`config.mk`:
```
export PLATFORM = sky130hd
export DESIGN_NAME = ffd_serial_tx
export DESIGN_NICKNAME = d
export VERILOG_FILES = /design/src/rtl/ffd_serial_pkg.sv /design/src/rtl/ffd_bit_timer.sv /design/src/rtl/ffd_serial_tx.sv
export SDC_FILE = /design/constraint.sdc
export NUM_CORES = 1
export LEC_CHECK = 0
export ABC_AREA = 1
export CORE_MARGIN = 2
export CORE_UTILIZATION = 45
export DETAILED_ROUTE_END_ITERATION = 16
export DONT_BUFFER_PORTS = 1
export PLACE_DENSITY = 0.71
export SETUP_SLACK_MARGIN = 0.15
export SYNTH_ARGS = -nofsm -noshare
export SYNTH_HDL_FRONTEND = slang
export SYNTH_SLANG_ARGS = --single-unit
```
`constraint.sdc`:
```
create_clock -name clk -period 1.25 [get_ports clk]
set_input_delay 0.25 -clock clk [delete_from_list [all_inputs] [get_ports clk]]
set_output_delay 0.25 -clock clk [all_outputs]
set_load 0.01 [all_outputs]
```
`src/rtl/ffd_serial_pkg.sv`:
```
// Shared definitions for the serial transmitter and the receiver-side capture block.
// The optional parity window is controlled by FFD_SERIAL_TX_PARITY_EN in the transmitter.
package ffd_serial_pkg;

  localparam int DEFAULT_WIDTH = 8;
  localparam int DEFAULT_DIV   = 4;

  typedef enum logic [1:0] {
    IDLE  = 2'd0,
    SHIFT = 2'd1,
    DONE  = 2'd2
  } tx_state_e;

  function automatic int bit_cnt_w(input int width);
    return $clog2(width + 1);
  endfunction

  function automatic int div_cnt_w(input int div);
    return (div < 2) ? 1 : $clog2(div);
  endfunction

endpackage

```
`src/rtl/ffd_bit_timer.sv`:
```
// Bit-window divider: counts 0..DIV-1 while enabled, flagging the mid-window
// sample point and the last cycle of each window.
module ffd_bit_timer
  import ffd_serial_pkg::*;
#(
  parameter int DIV = DEFAULT_DIV
) (
  input  logic clk,
  input  logic reset,
  input  logic en,
  input  logic clr,
  output logic mid,
  output logic last
);

  localparam int DW = div_cnt_w(DIV);
  localparam logic [DW-1:0] MID_CNT  = DW'(DIV / 2);
  localparam logic [DW-1:0] LAST_CNT = DW'(DIV - 1);

  logic [DW-1:0] div_cnt;

  always_ff @(posedge clk) begin
    if (reset || clr) begin
      div_cnt <= '0;
    end else if (en) begin
      div_cnt <= last ? '0 : div_cnt + 1'b1;
    end
  end

  assign mid  = en && (div_cnt == MID_CNT);
  assign last = en && (div_cnt == LAST_CNT);

endmodule

```
`src/rtl/ffd_serial_tx.sv`:
```
// Parallel-to-serial transmitter feeding the enabled flip-flop capture chain.
// Define FFD_SERIAL_TX_PARITY_EN to append an even-parity window to every frame.
module ffd_serial_tx
  import ffd_serial_pkg::*;
#(
  parameter int WIDTH     = DEFAULT_WIDTH,
  parameter int DIV       = DEFAULT_DIV,
  parameter int MSB_FIRST = 1
) (
  input  logic             clk,
  input  logic             reset,
  input  logic             start,
  input  logic [WIDTH-1:0] datos_in,
  output logic             ser_out,
  output logic             ser_en,
  output logic             busy,
  output logic             done
);

`ifdef FFD_SERIAL_TX_PARITY_EN
  localparam int NUM_WIN = WIDTH + 1;
`else
  localparam int NUM_WIN = WIDTH;
`endif
  localparam int BW = bit_cnt_w(WIDTH);
  localparam logic [BW-1:0] LAST_WIN = BW'(NUM_WIN - 1);

  tx_state_e        state, next_state;
  logic [WIDTH-1:0] shift_reg;
  logic [BW-1:0]    bit_cnt;
  logic             accept;
  logic             in_shift;
  logic             win_mid;
  logic             win_last;
  logic             data_bit;
  logic             cur_bit;

  always_ff @(posedge clk) begin
    if (reset) begin
      state <= IDLE;
    end else begin
      state <= next_state;
    end
  end

  always_comb begin
    next_state = state;
    accept     = 1'b0;
    case (state)
      IDLE: begin
        if (start) begin
          accept     = 1'b1;
          next_state = SHIFT;
        end
      end
      SHIFT: begin
        if (win_last && (bit_cnt == LAST_WIN)) begin
          next_state = DONE;
        end
      end
      DONE:    next_state = IDLE;
      default: next_state = IDLE;
    endcase
  end

  assign in_shift = (state == SHIFT);

  ffd_bit_timer #(
    .DIV (DIV)
  ) u_bit_timer (
    .clk   (clk),
    .reset (reset),
    .en    (in_shift),
    .clr   (accept),
    .mid   (win_mid),
    .last  (win_last)
  );

  assign data_bit = (MSB_FIRST != 0) ? shift_reg[WIDTH-1] : shift_reg[0];

  always_ff @(posedge clk) begin
    if (reset) begin
      shift_reg <= '0;
      bit_cnt   <= '0;
    end else if (accept) begin
      shift_reg <= datos_in;
      bit_cnt   <= '0;
    end else if (in_shift && win_last) begin
      shift_reg <= (MSB_FIRST != 0) ? (shift_reg << 1) : (shift_reg >> 1);
      bit_cnt   <= (bit_cnt == LAST_WIN) ? '0 : bit_cnt + 1'b1;
    end
  end

`ifdef FFD_SERIAL_TX_PARITY_EN
  // Parity is taken from the word as captured, not from the shifting copy.
  logic parity_bit;

  always_ff @(posedge clk) begin
    if (reset) begin
      parity_bit <= 1'b0;
    end else if (accept) begin
      parity_bit <= ^datos_in;
    end
  end

  assign cur_bit = (bit_cnt == BW'(WIDTH)) ? parity_bit : data_bit;
`else
  assign cur_bit = data_bit;
`endif

  // Outputs are registered one cycle behind the state so the receiver sees glitch-free lines.
  always_ff @(posedge clk) begin
    if (reset) begin
      ser_out <= 1'b0;
      ser_en  <= 1'b0;
      busy    <= 1'b0;
      done    <= 1'b0;
    end else begin
      ser_out <= in_shift & cur_bit;
      ser_en  <= in_shift & win_mid;
      busy    <= in_shift;
      done    <= (state == DONE);
    end
  end

endmodule

```
==> results.json, run 1 <==
{
  "status": "finished clean",
  "wirelength_mm": 2.17,
  "worstPathRequired_ps": 1490,
  "synth.top_cell.area_share": 0.427,
  "cp-start-kind": "flop",
  "rr_startpoint": "u_bit_timer.div_cnt[0]$_SDFFE_PP0P_",
  "relSlewSlack": 0.888,
  "core_um2": 1960,
  "fin_crit_ps": 1150,
  "synth_cells": 122,
  "num-nets-final": 147,
  "yosys_most_used_dff": "dfxtp_1",
  "path_cells": "ha_4 > buf_6 > nand4_1 > nand2_1 > inv_1 > a21oi_2",
  "cts-root-buf": "clkbuf_4",
  "synthArstFlopShare": 0,
  "clockBufferDepth": 2,
  "tns_ps": 0,
  "period_share": 0.924,
  "postSynthAreaPerCell_um2": 7.68,
  "ant_nets": 0,
  "r2r_setup_slack_ps": 100,
  "drt-wirelength-per-cell_um": 13.7,
  "dp_hpwl_mm": 1.31,
  "rows": 16,
  "netlist_area_um2": 937,
  "postCtsHoldBufs": 0,
  "firstDrtPassIters": 4,
  "antenna_found_initial": 0,
  "drive_above_1_share": 0.326,
  "vias_per_cell": 5.27,
  "htreeDepth": 1,
  "vias": 838,
  "critPathCapture": "shift_reg[6]$_SDFFE_PP0P_",
  "grt_use_met2": 0.309,
  "syn_nets": 136,
  "synth.distinct_cells": 23,
  "die_h_um": 49.6,
  "crit_path_top_delay_cell": "dfxtp_2",
  "clock_sinks": 20,
  "synth-seq-area-share": 0.427,
  "max_stage_delay_ps": 380,
  "fin_util": 0.584,
  "worst_pin_slew_ps": 167,
  "worst_r2r_endpoint": "shift_reg[6]$_SDFFE_PP0P_",
  "n_antenna_cell": 0,
  "cp-startpoint": "u_bit_timer.div_cnt[0]$_SDFFE_PP0P_",
  "grt_usage": 0.182,
  "die_x_um": 49.6,
  "drt-initial-drc-count": 17,
  "syn_to_final_growth_pct": 22.2,
  "path_max_fanout": 5,
  "gp_congestion": 0.798,
  "yosys_warnings": 0,
  "ys_seq_elements": 20,
  "slew_violations": 0,
  "largest_register_ffs": 8,
  "drc": 0,
  "min-delay-path-class": "in2reg",
  "synth_area_leader_cell": "dfxtp_1",
  "top_usage_layer": "met2",
  "grt-ovfl-total": 0,
  "power.density_nw_per_um2": 1050,
  "clkTransAtPathRegs_ps": 110,
  "rr_worst_depth": 6,
  "die_area_um2": 2460,
  "cts_tree": "done",
  "hold_viol": 0,
  "grt_util_met3": 0.0455,
  "fin_skew_ps": 1.91,
  "setup_viol": 0,
  "rsz0062_at_grt": "true",
  "use_met1": 0.213,
  "ioPinCount": 15,
  "synth_edf_count": 0,
  "clock.fmax_mhz": 866,
  "ir_drop_mv": 0.617,
  "grt_pass1_wl_mm": 3.44,
  "power.total_mw": 1.20,
  "grt_max_degree": 13,
  "start_util": 0.478,
  "cap_violations": 0,
  "crit_path_end_kind": "flop",
  "cts_made_buffers": 3,
  "grt_pass1_vias": 830,
  "io_buffers": 0,
  "p_leak_nw": 0.454,
  "clock_latency_ps": 290,
  "arrival_ps": 1390,
  "holdWs_ps": 5.44,
  "critPathKind": "reg2reg",
  "synth.top_cells.by_area": "dfxtp_1, nand3_1, nand2_1, inv_1, a21oi_1"
}
==> cells by family (layout without fill, tap and decap cells) <==
group	Yosys count	count (layout)	synth area share
compound gates	14	14	0.0774
xor+xnor	1	1	0.00935
fa+ha+maj	3	3	0.0401
buf+inv	24	33	0.116
flops	20	20	0.427
simple gates	60	61	0.330
==> critical path: cells and delay by family, from the launching register on <==
family          cells  cell delay [ps]
simple gates        2              230
buf+inv             2              180
flops               1              380
compound gates      1               90
fa+ha+maj           1              210
==> through the flow <==
step                      std cells  instance area (µm²)  worst slack, ps
after detailed placement        145                  961             40.9
after CTS                       156                 1080              141
after floorplan                 122                  958              149
after global placement          145                  961             53.4
final                           159                 1140             95.0
after global routing            159                 1140             43.0
==> cell usage in the layout (no fill, tap or decap), drive strengths merged <==
| cell | n |
|---|---|
| buf | 10 |
| nand3 | 21 |
| inv | 19 |
| clkbuf | 4 |
| nand2 | 23 |
| o21bai | 1 |
| nor3 | 1 |
| nand4 | 6 |
| o21ai | 3 |
| xor2 | 1 |
| nor2 | 10 |
| a21oi | 10 |
| ha | 3 |
| dfxtp | 20 |
==> worst min-delay path by stage <==
| stage | depth (start not counted) | slack, ps | end | startpoint |
|---|---|---|---|---|
| global placement | 1 | 320 | shift_reg[0]$_SDFFE_PP0P_ | reset |
| global route | 1 | -10 | state[1]$_SDFFE_PP0P_ | reset |
| CTS | 1 | 2 | shift_reg[6]$_SDFFE_PP0P_ | reset |
| floorplan | 3 | 380 | u_bit_timer.div_cnt[1]$_SDFFE_PP0P_ | reset |
| detailed placement | 1 | 320 | shift_reg[7]$_SDFFE_PP0P_ | reset |
| finish | 1 | 5 | state[1]$_SDFFE_PP0P_ | reset |
==> synthesized netlist by cell type (2+ instances only) <==
cell type  instances
a21oi_1           10
buf_2              2
dfxtp_1           20
ha_1               3
inv_1             14
inv_2              3
inv_4              2
nand2_1           20
nand2_2            2
nand3_1           19
nand4_1            6
nor2_1             7
nor2_4             2
o21ai_0            3
==> layout make-up <==
cell class                      instances  area (µm²)
Inverter                               19        78.8
Multi-Input combinational cell         79         497
Timing Repair Buffer                   10        91.3
Fill cell                             201         817
Clock buffer                            4        36.3
Sequential cell                        20         408
Tap cell                               27        33.8
==> routing by layer <==
metal / wire (µm) / vias to the layer above / part of all wire
met5: 0 / - / 0
met4: 74 / 0 / 0.034
met3: 118 / 9 / 0.054
met2: 1080 / 25 / 0.50
met1: 897 / 384 / 0.41
li1: - / 420 / -
==> what timing repair did <==
| item | in CTS | in global routing |
|---|---|---|
| gates cloned | 1 | 0 |
| hold endpoints to repair | 0 | 8 |
| pin swaps | 4 | 18 |
| resized for setup | 5 | 12 |
| endpoints found under the setup margin | 14 | 16 |
| buffers inserted | 6 | 3 |
==> report_power, final <==
| group | switching (mW) | internal, mW | total [mW] | leakage (nW) |
|---|---|---|---|---|
| Clock | 0.189 | 0.177 | 0.366 | 0.0210 |
| Sequential | 0.0235 | 0.665 | 0.688 | 0.165 |
| Combinational | 0.0913 | 0.0583 | 0.150 | 0.268 |
(Power assumes the default switching activity.)
==> run 2, diff against run 1 <==
--- a/config.mk
+++ b/config.mk
@@ -7,10 +7,12 @@
 export LEC_CHECK = 0
 export ABC_AREA = 1
 export CORE_MARGIN = 2
-export CORE_UTILIZATION = 45
+export CORE_UTILIZATION = 53
+export CTS_CLUSTER_DIAMETER = 80
 export DETAILED_ROUTE_END_ITERATION = 16
 export DONT_BUFFER_PORTS = 1
-export PLACE_DENSITY = 0.71
+export GPL_TIMING_DRIVEN = 1
+export PLACE_DENSITY = 0.8
 export SETUP_SLACK_MARGIN = 0.15
 export SYNTH_ARGS = -nofsm -noshare
 export SYNTH_HDL_FRONTEND = slang
==> run 2 against run 1 <==
Hold slack got worse by 2.0 ps. Global-route usage grew 1.9 points. Register-to-register slack improved by 40 ps. Core utilization rose by 6.3 points.
==> results.json, run 2 (same netlist as run 1, synthesis figures left out) <==
{
  "status": "finished clean",
  "drc": 0,
  "layout_common_cells": "nand2_1, nand3_1, dfxtp_1, inv_1, a21oi_1",
  "p_leak_nw": 0.445,
  "cts_tree": "done",
  "grt-ovfl-total": 0,
  "cts-root-buf": "clkbuf_4",
  "ant_nets": 0,
  "crit_path_end_kind": "flop",
  "gp_congestion": 0.808,
  "tns_ps": 0,
  "core_um2": 1690,
  "critPathKind": "reg2reg",
  "die_h_um": 46.1,
  "setup_viol": 0,
  "power.density_nw_per_um2": 1230,
  "n_antenna_cell": 0,
  "fin_skew_ps": 4.91,
  "hold_viol": 0,
  "layout_commonest_cell": "nand2_1",
  "drt-initial-drc-count": 14,
  "slew_violations": 0,
  "io_buffers": 0,
  "grt_pass1_wl_mm": 2.95,
  "cts_made_buffers": 3,
  "clock_latency_ps": 300,
  "vias_per_cell": 5.68,
  "clkTransAtPathRegs_ps": 110,
  "drt-wirelength-per-cell_um": 13.3,
  "fin_crit_ps": 1120,
  "clock_sinks": 20,
  "ir_drop_mv": 0.788,
  "clock.fmax_mhz": 897,
  "worst_pin_slew_ps": 230,
  "path_max_fanout": 7,
  "largest_register_ffs": 8,
  "rsz0062_at_grt": "true",
  "r2r_setup_slack_ps": 130,
  "drive_above_1_share": 0.240,
  "vias": 830,
  "ioPinCount": 15,
  "hold_depth": 1,
  "postCtsHoldBufs": 1,
  "antenna_found_initial": 0,
  "start_util": 0.555,
  "min-delay-path-class": "in2reg",
  "cap_violations": 0,
  "rr_startpoint": "u_bit_timer.div_cnt[1]$_SDFFE_PP0P_",
  "grt_pass1_vias": 746,
  "holdPathEnd": "shift_reg[1]$_SDFFE_PP0P_",
  "arrival_ps": 1320,
  "rows": 15,
  "syn_to_final_growth_pct": 16.6,
  "period_share": 0.892,
  "htreeDepth": 1,
  "hp-start": "reset",
  "dp_hpwl_mm": 1.27,
  "cp-start-kind": "flop",
  "grt_max_degree": 13,
  "die_area_um2": 2120,
  "fillCellCount": 141,
  "num-nets-final": 144,
  "grt_usage": 0.201,
  "holdWs_ps": 3.46,
  "die_x_um": 46.1,
  "rr_worst_depth": 6,
  "wirelength_mm": 1.94,
  "firstDrtPassIters": 4,
  "clockBufferDepth": 2,
  "relSlewSlack": 0.846,
  "worstPathRequired_ps": 1450,
  "worst_r2r_endpoint": "state[0]$_SDFFE_PP0P_"
}
## run 2: area by class of cell
type                    count  area, µm²  area share
clock buffers               3       22.5      0.0206
clock inverters             1       30.0      0.0275
inverters                  19       76.3      0.0699
multi-input cells          80        473       0.433
flip-flops and latches     20        409       0.375
well taps                  17       21.3      0.0195
repair buffers              6       60.1      0.0550
## run 2: how the worst max path moves through the flow
stage | start | to | cells past startpoint | slack, ps
floorplan | u_bit_timer.div_cnt[1]$_SDFFE_PP0P_ | bit_cnt[3]$_SDFFE_PP0P_ | 7 | 150
global placement | state[0]$_SDFFE_PP0P_ | shift_reg[5]$_SDFFE_PP0P_ | 6 | 100
finish | u_bit_timer.div_cnt[1]$_SDFFE_PP0P_ | state[0]$_SDFFE_PP0P_ | 6 | 130
global route | u_bit_timer.div_cnt[1]$_SDFFE_PP0P_ | state[0]$_SDFFE_PP0P_ | 6 | 90
CTS | u_bit_timer.div_cnt[0]$_SDFFE_PP0P_ | state[0]$_SDFFE_PP0P_ | 6 | 150
detailed placement | u_bit_timer.div_cnt[1]$_SDFFE_PP0P_ | shift_reg[5]$_SDFFE_PP0P_ | 6 | 80
## run 2: worst max-delay path, stage by stage, from the launching register on
cell	delay, ps
dfxtp_4	380
ha_4	200
inv_2	70
nor2_4	120
nand3_2	100
nand2_1	70
o21ai_0	70
## run 2: routing by layer
layer | track usage | vias up | share of wire
met5 | 0 | - | 0
li1 | - | 416 | -
met3 | 0.0667 | 8 | 0.045
met2 | 0.333 | 17 | 0.50
met1 | 0.220 | 389 | 0.42
met4 | 0.120 | 0 | 0.028
## run 2: what timing repair did
action,in CTS,in global routing
endpoints found under the setup margin,11,16
buffers inserted,3,0
resized for setup,3,3
endpoints found under the hold margin,3,5
pin swaps,3,1
cloned,1,1
## run 2: through the flow
| step | setup WS (ps) | power (mW) | instance area (µm²) | util | instances |
|---|---|---|---|---|---|
| 5_1_grt | 87.9 | 1.40 | 1090 | 0.647 | 146 |
| 6_report | 135 | 1.35 | 1090 | 0.647 | 146 |
| 2_1_floorplan | 149 | 0.805 | 958 | - | 122 |
| 4_1_cts | 151 | 1.34 | 1080 | 0.638 | 145 |
| 3_3_place_gp | 97.8 | 0.818 | 956 | 0.566 | 136 |
| 3_5_place_dp | 76.3 | 0.820 | 956 | 0.566 | 136 |
## run 2: where the power goes
part,total [mW],switching [mW],internal (mW)
Clock,0.524,0.200,0.324
Sequential,0.687,0.0228,0.664
Combinational,0.135,0.0851,0.0500
